### src/rtl/adpcm_tx_packer.sv
// Encode-side sequencer for the ADPCM codec: hands PCM samples to the codec via
// its toggle-request / ack-idle handshake and packs the returned codes two per byte.
module adpcm_tx_packer #(
    parameter int DEPTH   = 8,
    parameter int AW      = 3,
    parameter int TIMEOUT = 15
) (
    input  logic          clk,
    input  logic          rstn,
    input  logic          enable,
    input  logic [15:0]   s_pcm,
    input  logic          s_valid,
    output logic          s_ready,
    input  logic          flush,
    output logic [7:0]    m_data,
    output logic          m_valid,
    input  logic          m_ready,
    output logic          codec_req,
    output logic          codec_sel_rx,
    output logic [15:0]   codec_rx_pcm,
    input  logic          codec_ack,
    input  logic [3:0]    codec_tx_adpcm,
    output logic          half_pending,
    output logic [AW:0]   level,
    output logic          timeout_err
);
    localparam int          CW         = $clog2(TIMEOUT + 1);
    localparam logic [AW:0] FULL_LEVEL = (AW + 1)'(DEPTH);

    typedef enum logic [2:0] {
        IDLE, SETUP, FIRE, WAIT_LO, WAIT_HI, CAPTURE
    } state_t;

    state_t          state_q, state_d;
    logic [15:0]     pcm_q, pcm_d;
    logic            req_q, req_d;
    logic [3:0]      low_q, low_d;
    logic            half_q, half_d;
    logic [CW-1:0]   cnt_q, cnt_d;
    logic            terr_q, terr_d;
    logic            run_q, run_d;
    logic [7:0]      mem_q [DEPTH];
    logic [7:0]      mem_d [DEPTH];
    logic [AW-1:0]   wr_q, wr_d, rd_q, rd_d;
    logic [AW:0]     level_q, level_d;
    logic            not_full, push, pop;
    logic [7:0]      push_byte;

    // run_q keeps s_ready low while reset is asserted and for the cycle it is released
    assign not_full     = (level_q != FULL_LEVEL);
    assign s_ready      = run_q && enable && (state_q == IDLE) && codec_ack && not_full;
    assign m_valid      = (level_q != '0);
    assign m_data       = mem_q[rd_q];
    assign pop          = m_valid && m_ready;
    assign codec_req    = req_q;
    assign codec_sel_rx = 1'b0;
    assign codec_rx_pcm = pcm_q;
    assign half_pending = half_q;
    assign level        = level_q;
    assign timeout_err  = terr_q;

    always_comb begin
        state_d   = state_q;
        pcm_d     = pcm_q;
        req_d     = req_q;
        low_d     = low_q;
        half_d    = half_q;
        cnt_d     = cnt_q;
        terr_d    = terr_q;
        run_d     = enable;
        push      = 1'b0;
        push_byte = '0;

        case (state_q)
            IDLE: begin
                // A coincident flush closes the old byte before the new sample is taken
                if (flush && half_q && not_full) begin
                    push      = 1'b1;
                    push_byte = {4'h0, low_q};
                    half_d    = 1'b0;
                end
                if (s_valid && s_ready) begin
                    pcm_d   = s_pcm;
                    state_d = SETUP;
                end
            end
            SETUP: state_d = FIRE;
            FIRE: begin
                req_d   = ~req_q;
                cnt_d   = CW'(1);
                state_d = WAIT_LO;
            end
            WAIT_LO: begin
                if (!codec_ack) begin
                    cnt_d   = CW'(1);
                    state_d = WAIT_HI;
                end else if (cnt_q == CW'(TIMEOUT - 1)) begin
                    terr_d  = 1'b1;
                    state_d = IDLE;
                end else begin
                    cnt_d = cnt_q + CW'(1);
                end
            end
            WAIT_HI: begin
                if (codec_ack) begin
                    state_d = CAPTURE;
                end else if (cnt_q == CW'(TIMEOUT - 1)) begin
                    terr_d  = 1'b1;
                    state_d = IDLE;
                end else begin
                    cnt_d = cnt_q + CW'(1);
                end
            end
            CAPTURE: begin
                if (!half_q) begin
                    low_d  = codec_tx_adpcm;
                    half_d = 1'b1;
                end else begin
                    push      = 1'b1;
                    push_byte = {codec_tx_adpcm, low_q};
                    half_d    = 1'b0;
                end
                state_d = IDLE;
            end
            default: state_d = IDLE;
        endcase

        mem_d   = mem_q;
        wr_d    = wr_q;
        rd_d    = rd_q;
        level_d = level_q;
        if (push) begin
            mem_d[wr_q] = push_byte;
            wr_d        = wr_q + AW'(1);
        end
        if (pop) begin
            rd_d = rd_q + AW'(1);
        end
        case ({push, pop})
            2'b10:   level_d = level_q + (AW + 1)'(1);
            2'b01:   level_d = level_q - (AW + 1)'(1);
            default: level_d = level_q;
        endcase

        // Disabled block returns to its reset image; codec_req held low so no toggle on re-enable
        if (!enable) begin
            state_d = IDLE;
            pcm_d   = '0;
            req_d   = 1'b0;
            low_d   = '0;
            half_d  = 1'b0;
            cnt_d   = '0;
            terr_d  = 1'b0;
            wr_d    = '0;
            rd_d    = '0;
            level_d = '0;
            for (int i = 0; i < DEPTH; i++) begin
                mem_d[i] = '0;
            end
        end
    end

    always_ff @(posedge clk or negedge rstn) begin
        if (!rstn) begin
            state_q <= IDLE;
            pcm_q   <= '0;
            req_q   <= 1'b0;
            low_q   <= '0;
            half_q  <= 1'b0;
            cnt_q   <= '0;
            terr_q  <= 1'b0;
            run_q   <= 1'b0;
            wr_q    <= '0;
            rd_q    <= '0;
            level_q <= '0;
            for (int i = 0; i < DEPTH; i++) begin
                mem_q[i] <= '0;
            end
        end else begin
            state_q <= state_d;
            pcm_q   <= pcm_d;
            req_q   <= req_d;
            low_q   <= low_d;
            half_q  <= half_d;
            cnt_q   <= cnt_d;
            terr_q  <= terr_d;
            run_q   <= run_d;
            wr_q    <= wr_d;
            rd_q    <= rd_d;
            level_q <= level_d;
            mem_q   <= mem_d;
        end
    end
endmodule
### config.mk
export PLATFORM = sky130hd
export DESIGN_NAME = adpcm_tx_packer
export DESIGN_NICKNAME = d
export VERILOG_FILES = /design/src/rtl/adpcm_tx_packer.sv
export SDC_FILE = /design/constraint.sdc
export NUM_CORES = 1
export LEC_CHECK = 0
export CAP_MARGIN = 40
export CORE_UTILIZATION = 32
export DETAILED_ROUTE_END_ITERATION = 7
export SYNTH_ARGS = -nofsm -noshare
export SYNTH_HDL_FRONTEND = slang
export SYNTH_SLANG_ARGS = --single-unit
export TNS_END_PERCENT = 50
### constraint.sdc
create_clock -name clk -period 3.34 [get_ports clk]
set_clock_uncertainty 0.2 [all_clocks]
set_input_delay 0.501 -clock clk [delete_from_list [all_inputs] [get_ports clk]]
set_output_delay 0.501 -clock clk [all_outputs]
set_load 0.05 [all_outputs]
# --- Yosys cells after proc, flatten, opt, wreduce, memory -nomap -nowiden ---
# Index checks and enable logic that the tools add are counted.
word_totals:
  word_cells: 118
  inputBits: 27
  register_bits: 105
classes:
  n_eq_ne: 24
  n_bitwise: 3
  reduce_logical: 16
  n_mux: 48
  order_cmp: 3
  n_addsub: 5
ops:
  columns: ["operator", "n"]
  rows:
  - ["$mux W64", 2]
  - ["$bwmux W64", 1]
  - ["$mux W16", 3]
  - ["$mux W4", 9]
  - ["$mux W8", 4]
  - ["$mux W3", 9]
  - ["$bmux W8 S3", 1]
  - ["$demux W8 S3", 1]
  - ["$pmux W8 S2", 1]
  - ["$pmux W3 S5", 1]
  - ["$ne A2 B1 Y1 const B", 6]
  - ["$pmux W4 S3", 1]
  - ["$mux W1", 11]
  - ["$logic_and A1 B1 Y1", 9]
  - ["$ne A3 B1 Y1 const B", 3]
  - ["$add A4 B1 Y4 const B", 2]
  - ["$ge A4 B4 Y1 const B", 2]
  - ["$not A3 Y4", 2]
  - ["$pmux W4 S2", 1]
  - ["$reduce_and A2 Y1", 4]
  - ["$add A3 B1 Y3 const B", 2]
  - ["$eq A3 B2 Y1 const B", 2]
  - ["$eq A3 B3 Y1 const B", 2]
  - ["$ne A3 B2 Y1 const B", 2]
  - ["15 further kinds", 18]

# --- Longest topological paths before layout ---
logic_depth:
  ltp_word: 8
  mapped_depth: 12
  ltp_nobuf: 9

# --- Worst setup path after synthesis ---
# No wires, ideal clock.
synth_path:
  path_kind: "register to register"
  from: "register level_q[1], in the netlist level[1]"
  to: "register level_q[2], in the netlist level[2]"
  n_path_buf: 2
  slack_ns: 0.122
  setup_time_ns: 0.118
  t_required_ns: 3.022
  arrival_ns: 2.900
  stages_incl_launch_ff: 11
  path_cell_list: "dfrtp_1 -> or4b_4 -> a31o_2 -> buf_2 -> clkbuf_1 -> o21ai_0 -> nand2_1 -> ha_1 -> nor3b_1 -> a221o_1 -> a21o_1"
synth_between:
  elab_chain_len: 7
  elab_cells_between_ends: 13
synth_rtl:
  columns: ["element", "line", "rtl"]
  rows:
  - ["from (decl)", "45", "logic [AW:0] level_q, level_d;"]
  - ["from (signal assigned)", "190", "level_q <= level_d;"]
  - ["$ne A4 B4 Y1", "50", "assign not_full = (level_q != FULL_LEVEL);"]
  - ["$logic_and A1 B1 Y1", "77", "if (flush && half_q && not_full) begin"]
  - ["$mux W1", "77", null]
  - ["$pmux W1 S2", "74", "case (state_q)"]
  - ["$eq A2 B1 Y1 or $eq A2 B2 Y1 (tied branches)", "139", "case ({push, pop})"]
  - ["$pmux W4 S2", "139", null]
  - ["$mux W4", "146", "if (!enable) begin"]
# Several ways; a longest one is shown, not always the timed one.
# A chain may end at the register's enable or synchronous reset.

# --- Worst setup path in the final report ---
layout_path:
  from: "register level_q[1], in the netlist level[1]"
  to: "output m_valid"
layout_between:
  elab_chain_len: 1
layout_rtl:
  columns: ["element", "line", "rtl"]
  rows:
  - ["$reduce_bool A4 Y1", "52", "assign m_valid = (level_q != '0);"]
  - ["to (decl)", "16", "output logic m_valid,"]
# Every way passes these cells.

==> reports/results.txt <==
Routed length per instance - 15.6 µm
Synth Area per Inst - 10.2 µm²
Drt total wl - 12200 µm
Routability Congestion - 0.811
IO buf count - 59
Syn-to-layout area delta - 19.5%
Sequential area share after synthesis - 48.7%
Mapped Cells - 527
Peak supply drop - 0.280 mV
CORE AREA - 16500 µm²
Nets - 595
Tot GR Track Use - 15.1%
Residual DRC - 0
Hold WS - 0.0129 ns
Root Driver - clkbuf_16
H-Tree Depth - 3
Die ar. - 17400 µm²
Slowest stage delay, CP - 0.74 ns
Final setup TNS - 0 ns
Final Cycle Share - 86.7%
Routed via count - 3961
CTS tree - yes
Hold Vio Cnt, Final - 0
Crit-path slowest cell - clkdlybuf4s50_1
Post-synth ARST share - 100%
ANT nets after route - 0
Detail Placement HPWL - 8610 µm
Initial antenna violation count - 0
Crit-path cells - or4_1, clkdlybuf4s50_1
Crit path launch type - flop
RSZ-0062 raised after global routing - no
Netlist cell types - 55
Final setup fails - 0
Hold WC Path Type - in2async
Hold buffers post-CTS - 0
Die W - 132 µm
FILL cells - 1609
Ports - 61
Slew Limit Fails - 0
CP required - 2.64 ns
CP max FO - 9
CTS Buffer Depth - 2
Synthesized area - 5400 µm²
DR pass1 iterations - 5
Outcome - finished, final reports clean
Largest area contributor in the synthesized netlist - dfrtp_1
Diodes inserted - 0
Largest net degree at the start of global routing - 64
Data arrival, critical path - 2.19 ns
Share of layout cells above drive strength 1 - 12.2%
Rel. slew slack - 49.5%
Worst-Margin Slew - 0.757 ns
Max_cap viols - 0
Sink Count - 105
Syn nets - 560
Yosys Warn Count - 0
Die H - 132 µm
EDFF count, synth - 0
First-pass GRT wire length - 21000 µm
Tmin final - 2.90 ns
TritonCTS Buffers - 9
Post-CTS Setup Bufs - 0
Crit end category - primary output
Cts repair resizes - 0
Share of the synthesized area in the top cell type - 48.7%
Routed vias/inst - 5.04
Commonest register cell after synthesis - dfrtp_1
Post-synthesis register bit count - 105
Initial core utilization - 32.6%
Grt ovf - 0
Clock-pin slew on the worst setup and hold paths - 0.07 ns
Leak - 2.66 nW
Worst-Skew Late Latency - 0.35 ns
Largest cells by area after synthesis - dfrtp_1, mux4_2, nand2_1, nor2b_1, o21ai_0
WS Path Type - reg2out
Placement row count - 47
Initial DRC count - 198
Power density over cell area - 414 nW/µm²
Max Fclk - 345 MHz
Vias in the first global route - 4079
## final timing paths
| check | start | endpoint | slack (ns) | cells past startpoint |
|---|---|---|---|---|
| worst max-delay path | level[1] | m_valid | 0.44 | 2 |
| worst min-delay path | rstn | rd_q[2] | 0.01 | 1 |
| worst max register to register | state_q[2] | mem_q[17] | 0.50 | 6 |
| worst min register to register | mem_q[23] | mem_q[23] | 0.31 | 2 |
| max in group asynchronous | rstn | mem_q[33] | 2.20 | 2 |
| min in group clk | mem_q[23] | mem_q[23] | 0.31 | 2 |
## layer usage
metal,GRT usage [%],vias to the layer above,share of wire (%)
met2,24.8,98,47
met4,3.88,0,1.0
met3,4.58,9,5.0
li1,-,1912,-
met1,19.3,1942,47
met5,0,-,0
## power by group
group / total, mW / internal (mW) / leakage, nW / switching, mW
sequential: 1.31 / 1.29 / 1.46 / 0.0246
combinational: 0.220 / 0.0862 / 1.05 / 0.134
clock: 1.13 / 0.673 / 0.153 / 0.462
total: 2.67 / 2.05 / 2.66 / 0.620
## critical path: cells and delay by family (launching register included)
kind | cells | cell delay, ns
AND/OR/NAND/NOR | 1 | 0.63
flip-flops | 1 | 0.46
buffers and inverters | 1 | 0.74
## cell usage after synthesis (all sizes together) (2+ instances only)
library cell,n
and3b,2
a22oi,19
nor2b,38
ha,6
a21o,2
a21boi,24
and3,2
nor2,8
mux2i,13
a31o,2
clkbuf,33
xnor2,6
buf,14
nor3b,2
mux2,8
a31oi,4
a21oi,5
or3,2
dfrtp,105
inv,3
a41oi,2
or4b,3
a32o,2
nor3,3
mux4,16
and2,17
nand2,90
nor4b,3
o21ai,41
nand3,37
## logic make-up (layout without fill, tap and decap cells)
family / count (synthesis) / after routing / synth area share (%)
buf+inv: 50 / 89 / 3.92
other cells: 1 / 1 / 0.0695
xor+xnor: 7 / 7 / 1.28
mux: 37 / 37 / 10.8
compound gates: 108 / 108 / 13.4
flops: 105 / 105 / 48.7
fa+ha+maj: 6 / 6 / 1.39
simple gates: 213 / 213 / 20.5
## stage by stage
step	power, mW	util [%]	setup WS [ns]	std cells	area (µm²)
final	2.67	39.0	0.445	786	6440
after global routing	2.77	39.0	0.216	786	6440
after CTS	2.71	39.0	0.425	786	6440
after detailed placement	1.56	37.1	0.508	771	6130
after global placement	1.56	37.1	0.621	771	6130
after floorplan	1.45	-	0.122	527	5400
## flip-flops by register name, summed over array words and instances, names as in the netlist, 3 cells and up
signal        count
cnt_q             4
codec_rx_pcm     16
level             4
low_q             4
mem_q            64
rd_q              3
state_q           3
wr_q              3
## cell type report
class	count	area [µm²]	area share (%)
repair buffers	71	663	10.3
clock buffers	12	246	3.82
clock inverters	3	65.1	1.01
multi-input cells	372	2560	39.7
flip-flops and latches	105	2630	40.8
inverters	3	11.3	0.175
well taps	220	275	4.27
## placed cells by master (no fill, tap or decap), drive strengths merged, types with 3 or more instances in the layout
master	Yosys	routed
o21ai	41	41
nor4b	3	3
nand3	37	37
clkdlybuf4s50	0	48
xnor2	6	6
dfrtp	105	105
inv	3	3
clkbuf	33	12
a22oi	19	19
mux2i	13	13
or4b	3	3
nor3	3	3
buf	14	23
a21boi	24	24
ha	6	6
a31oi	4	4
nor2	8	8
mux4	16	16
nand2	90	90
and2	17	17
mux2	8	8
a21oi	5	5
nor2b	38	38
Power figures use the tool's default switching activity.
==> variant 1: new RTL, config.mk and constraints unchanged <==
Set the parameter `AW` to 2 (it was 3).
--- a/src/rtl/adpcm_tx_packer.sv
+++ b/src/rtl/adpcm_tx_packer.sv
@@ -4,3 +4,3 @@
     parameter int DEPTH   = 8,
-    parameter int AW      = 3,
+    parameter int AW      = 2,
     parameter int TIMEOUT = 15
Interface: changed (resized level); port bits go from 61 to 60. No check against the original RTL was run, so the function may have changed too.
==> variant 1 against the original RTL <==
Worst setup slack lost 0.11 ns. Final area down 31%. Synthesized area is 36% lower. Sequential power is 35% lower. Via count shrank 33%. Wire length fell by 34%. Synthesized cell count fell by 36%. Sequential share of layout area down 1.4 points. Global-route usage up 0.44 points. Sequential cell count shrank 35. Power down 30%. Fmax down 3.7%. Combinational power down 65%. Critical path depth increased by 1.
==> variant 1: results (changes against the original RTL) <==
Fillers 1018 (was 1609); GRT Resource Usage Total 0.155 (was 0.151); Iter 0 DRT Violations 119 (was 198); ratio of cells with drive above 1 in the final layout 0.119 (was 0.122); VDD IR max 0.000177 V (was 0.000280 V); Worst-Margin Slew 0.740 ns (was 0.757 ns); FF-to-FF path depth 7 (was 6); Synth Area in XOR/XNOR 0.0173 (was 0.0128); Synth top cells by count nand2_1, dfrtp_1, mux2i_1 (was dfrtp_1, nand2_1, o21ai_0); Largest register FFs 32 (was 64); # hold bufs at CTS 1 (was 0); Lkg Pwr 1.95 nW (was 2.66 nW); pre-CTS setup slack 0.487 ns (was 0.508 ns); status complete, no violations (unchanged); Period minus WS final 3.01 ns (was 2.90 ns); Port Buffer Count 58 (was 59); WL met2 3.82 mm (was 5.78 mm); Hold WC Path Type input port to flip-flop (was input port to async pin); placed cell area 4160 sq um (was 6130 sq um); layout net count 424 (was 595); design area 4450 sq um (was 6440 sq um); Pre-antenna DRT Iters 4 (was 5); Seq group 0.848 mW (was 1.31 mW); Distinct cells, synth 49 (was 55); Clock Power Share 0.506 (was 0.425); Cells after DPL 514 (was 771); Avg Cell Area, Syn 10.3 sq um (was 10.2 sq um); worst path arrival time 2.30 ns (was 2.19 ns); syn nets 370 (was 560); Adder-Cell Fraction of Synth Area 0.0274 (was 0.0139); grt met2 use 0.246 (was 0.248); Root Driver clkbuf_8 (was clkbuf_16); first-pass GRT wire length 13.6 mm (was 21.0 mm); Compound-Gate Fraction of Synth Area 0.101 (was 0.134); CP max stage delay 0.71 ns (was 0.74 ns); Psw 0.376 mW (was 0.620 mW); largest net degree at the start of global routing 74 (was 64)
variant 1: logic make-up (layout without fill, tap and decap cells):
kind of cell / count (synthesis) / count (layout)
other: 1 / 1
adders and majority gates: 7 / 7
muxes: 34 / 34
xor gates and xnor gates: 6 / 6
and+or+nand+nor: 138 / 138
AOI/OAI and AO/OA: 55 / 55
buffers and inverters: 25 / 84
DFF: 70 / 70
variant 1: worst max path at each step:
stage | startpoint | endpoint | cells past startpoint
final | rd_q[0] | m_data[5] | 3
after global routing | state_q[2] | s_ready | 5
after CTS | rd_q[0] | m_data[5] | 3
after detailed placement | codec_ack | s_ready | 4
after global placement | codec_ack | s_ready | 4
after floorplan | level[0] | level[2] | 9
variant 1: cell type report:
type / instances / area share
flip-flops and latches: 70 / 0.393
clock buffers: 11 / 0.0340
repair buffers: 64 / 0.142
inverters: 4 / 0.00337
multi-input cells: 241 / 0.360
well taps: 136 / 0.0382
clock inverters: 5 / 0.0289
==> variant 2: new RTL, same flow settings <==
Made on the original files. Encoding of `state_t`: now Gray code (3 bits for 6 states).
--- a/src/rtl/adpcm_tx_packer.sv
+++ b/src/rtl/adpcm_tx_packer.sv
@@ -30,3 +30,3 @@
     typedef enum logic [2:0] {
-        IDLE, SETUP, FIRE, WAIT_LO, WAIT_HI, CAPTURE
+        IDLE = 3'b000, SETUP = 3'b001, FIRE = 3'b011, WAIT_LO = 3'b010, WAIT_HI = 3'b110, CAPTURE = 3'b111
     } state_t;
Check against the original RTL: no difference found for any inputs over 10 cycles, from zero or initial values and one cycle with rstn low; not proved beyond that.
==> variant 2 against the original RTL <==
Final area increased by 0.85%. Worst setup slack got worse by 0.24 ns. Worst hold slack gained 0.28 ns. Sequential cell count unchanged. Synthesized cell count down 1.5%. Die area increased by 0.25%. Count of clock-buffer cells in the layout is 1 lower. Synthesized area increased by 0.26%. Wire length is 6.0% higher. Sequential share of layout area is 0.35 points lower. Power up 1.9%. Largest power group unchanged.
==> variant 2: results (changes against the original RTL) <==
GP Congestion 0.783 (was 0.811); cell family with most CP delay simple AND/OR/NAND/NOR gates (was buffers and inverters); Largest register FFs 64 (unchanged); ratio of cells with drive above 1 in the final layout 0.128 (was 0.122); Final period util 0.940 (was 0.867); vias in the first global route 4056 (was 4079); Iter 0 DRT Violations 210 (was 198); status complete, no violations (unchanged); hold_ws 0.289 ns (was 0.0129 ns); DRT Wirelength 13.0 mm (was 12.2 mm); internal power 2.08 mW (was 2.05 mW); grt met2 use 0.262 (was 0.248); H-tree levels 3 (unchanged); GRT met3 Usage 0.0250 (was 0.0458); Lkg Pwr 2.80 nW (was 2.66 nW); M1 GR Usage 0.209 (was 0.193); dpl hpwl 8.79 mm (was 8.61 mm); Vias 3943 (was 3961); largest net degree at the start of global routing 84 (was 64); placed cell area 6160 sq um (was 6130 sq um); syn nets 552 (was 560); non-filler cells, final 781 (was 786); VDD IR max 0.000215 V (was 0.000280 V); met3 routed wirelength 413 microns (was 615 microns); Cells after DPL 764 (was 771); Max FO, Critical Path 10 (was 9); Distinct cells, synth 50 (was 55); ranking of synthesized cells by area dfrtp_1, mux4_2, nor2b_1 (was dfrtp_1, mux4_2, nand2_1); Gate Count Post-Synth 519 (was 527); Slew headroom 0.574 (was 0.495); worst path arrival time 2.44 ns (was 2.19 ns); fin util 0.393 (was 0.390); CP max stage delay 0.71 ns (was 0.74 ns); first-pass GRT wire length 21.8 mm (was 21.0 mm); Fillers 1587 (was 1609); Pre-antenna DRT Iters 8 (was 5); layout net count 589 (was 595); Synth top cells by count dfrtp_1, nand2_1, nor2b_1 (was dfrtp_1, nand2_1, o21ai_0); Metal-1 WL 5.93 mm (was 5.70 mm); WL met2 6.35 mm (was 5.78 mm); sequential share of the synthesized area 0.486 (was 0.487); r2r endpoint level[2] (was mem_q[17]); Hold WC Path Type flip-flop to flip-flop (was input port to async pin)
[variant 2: cell count changes after synthesis, moves of 4 or more]
cell / unedited run / this run
nor2_1: 8 / 12
and2_1: 16 / 10
nor2b_1: 38 / 48
o21ai_0: 41 / 32
a21boi_1: 0 / 14
nand3_1: 37 / 33
nand2_1: 89 / 75
mux2i_1: 13 / 24
a21boi_0: 24 / 8
[variant 2: timing repair]
action	CTS	global route
buffers inserted	0	0
hold buffers	1	0
endpoints found under the hold margin	38	0
gates resized for setup	0	0
[variant 2: final cells by class]
type	instances	share of cell area
clock buffers	11	0.0389
repair buffers	74	0.109
flip-flops and latches	105	0.404
inverters	5	0.00289
multi-input cells	361	0.390
well taps	220	0.0423
clock inverters	5	0.0119
[variant 2: logic make-up after synthesis]
logic type / share of synthesized area
other: 0.000693
muxes: 0.128
xor gates and xnor gates: 0.0130
buffers and inverters: 0.0451
DFF: 0.486
and+or+nand+nor: 0.192
adders and majority gates: 0.0139
AOI/OAI and AO/OA: 0.121
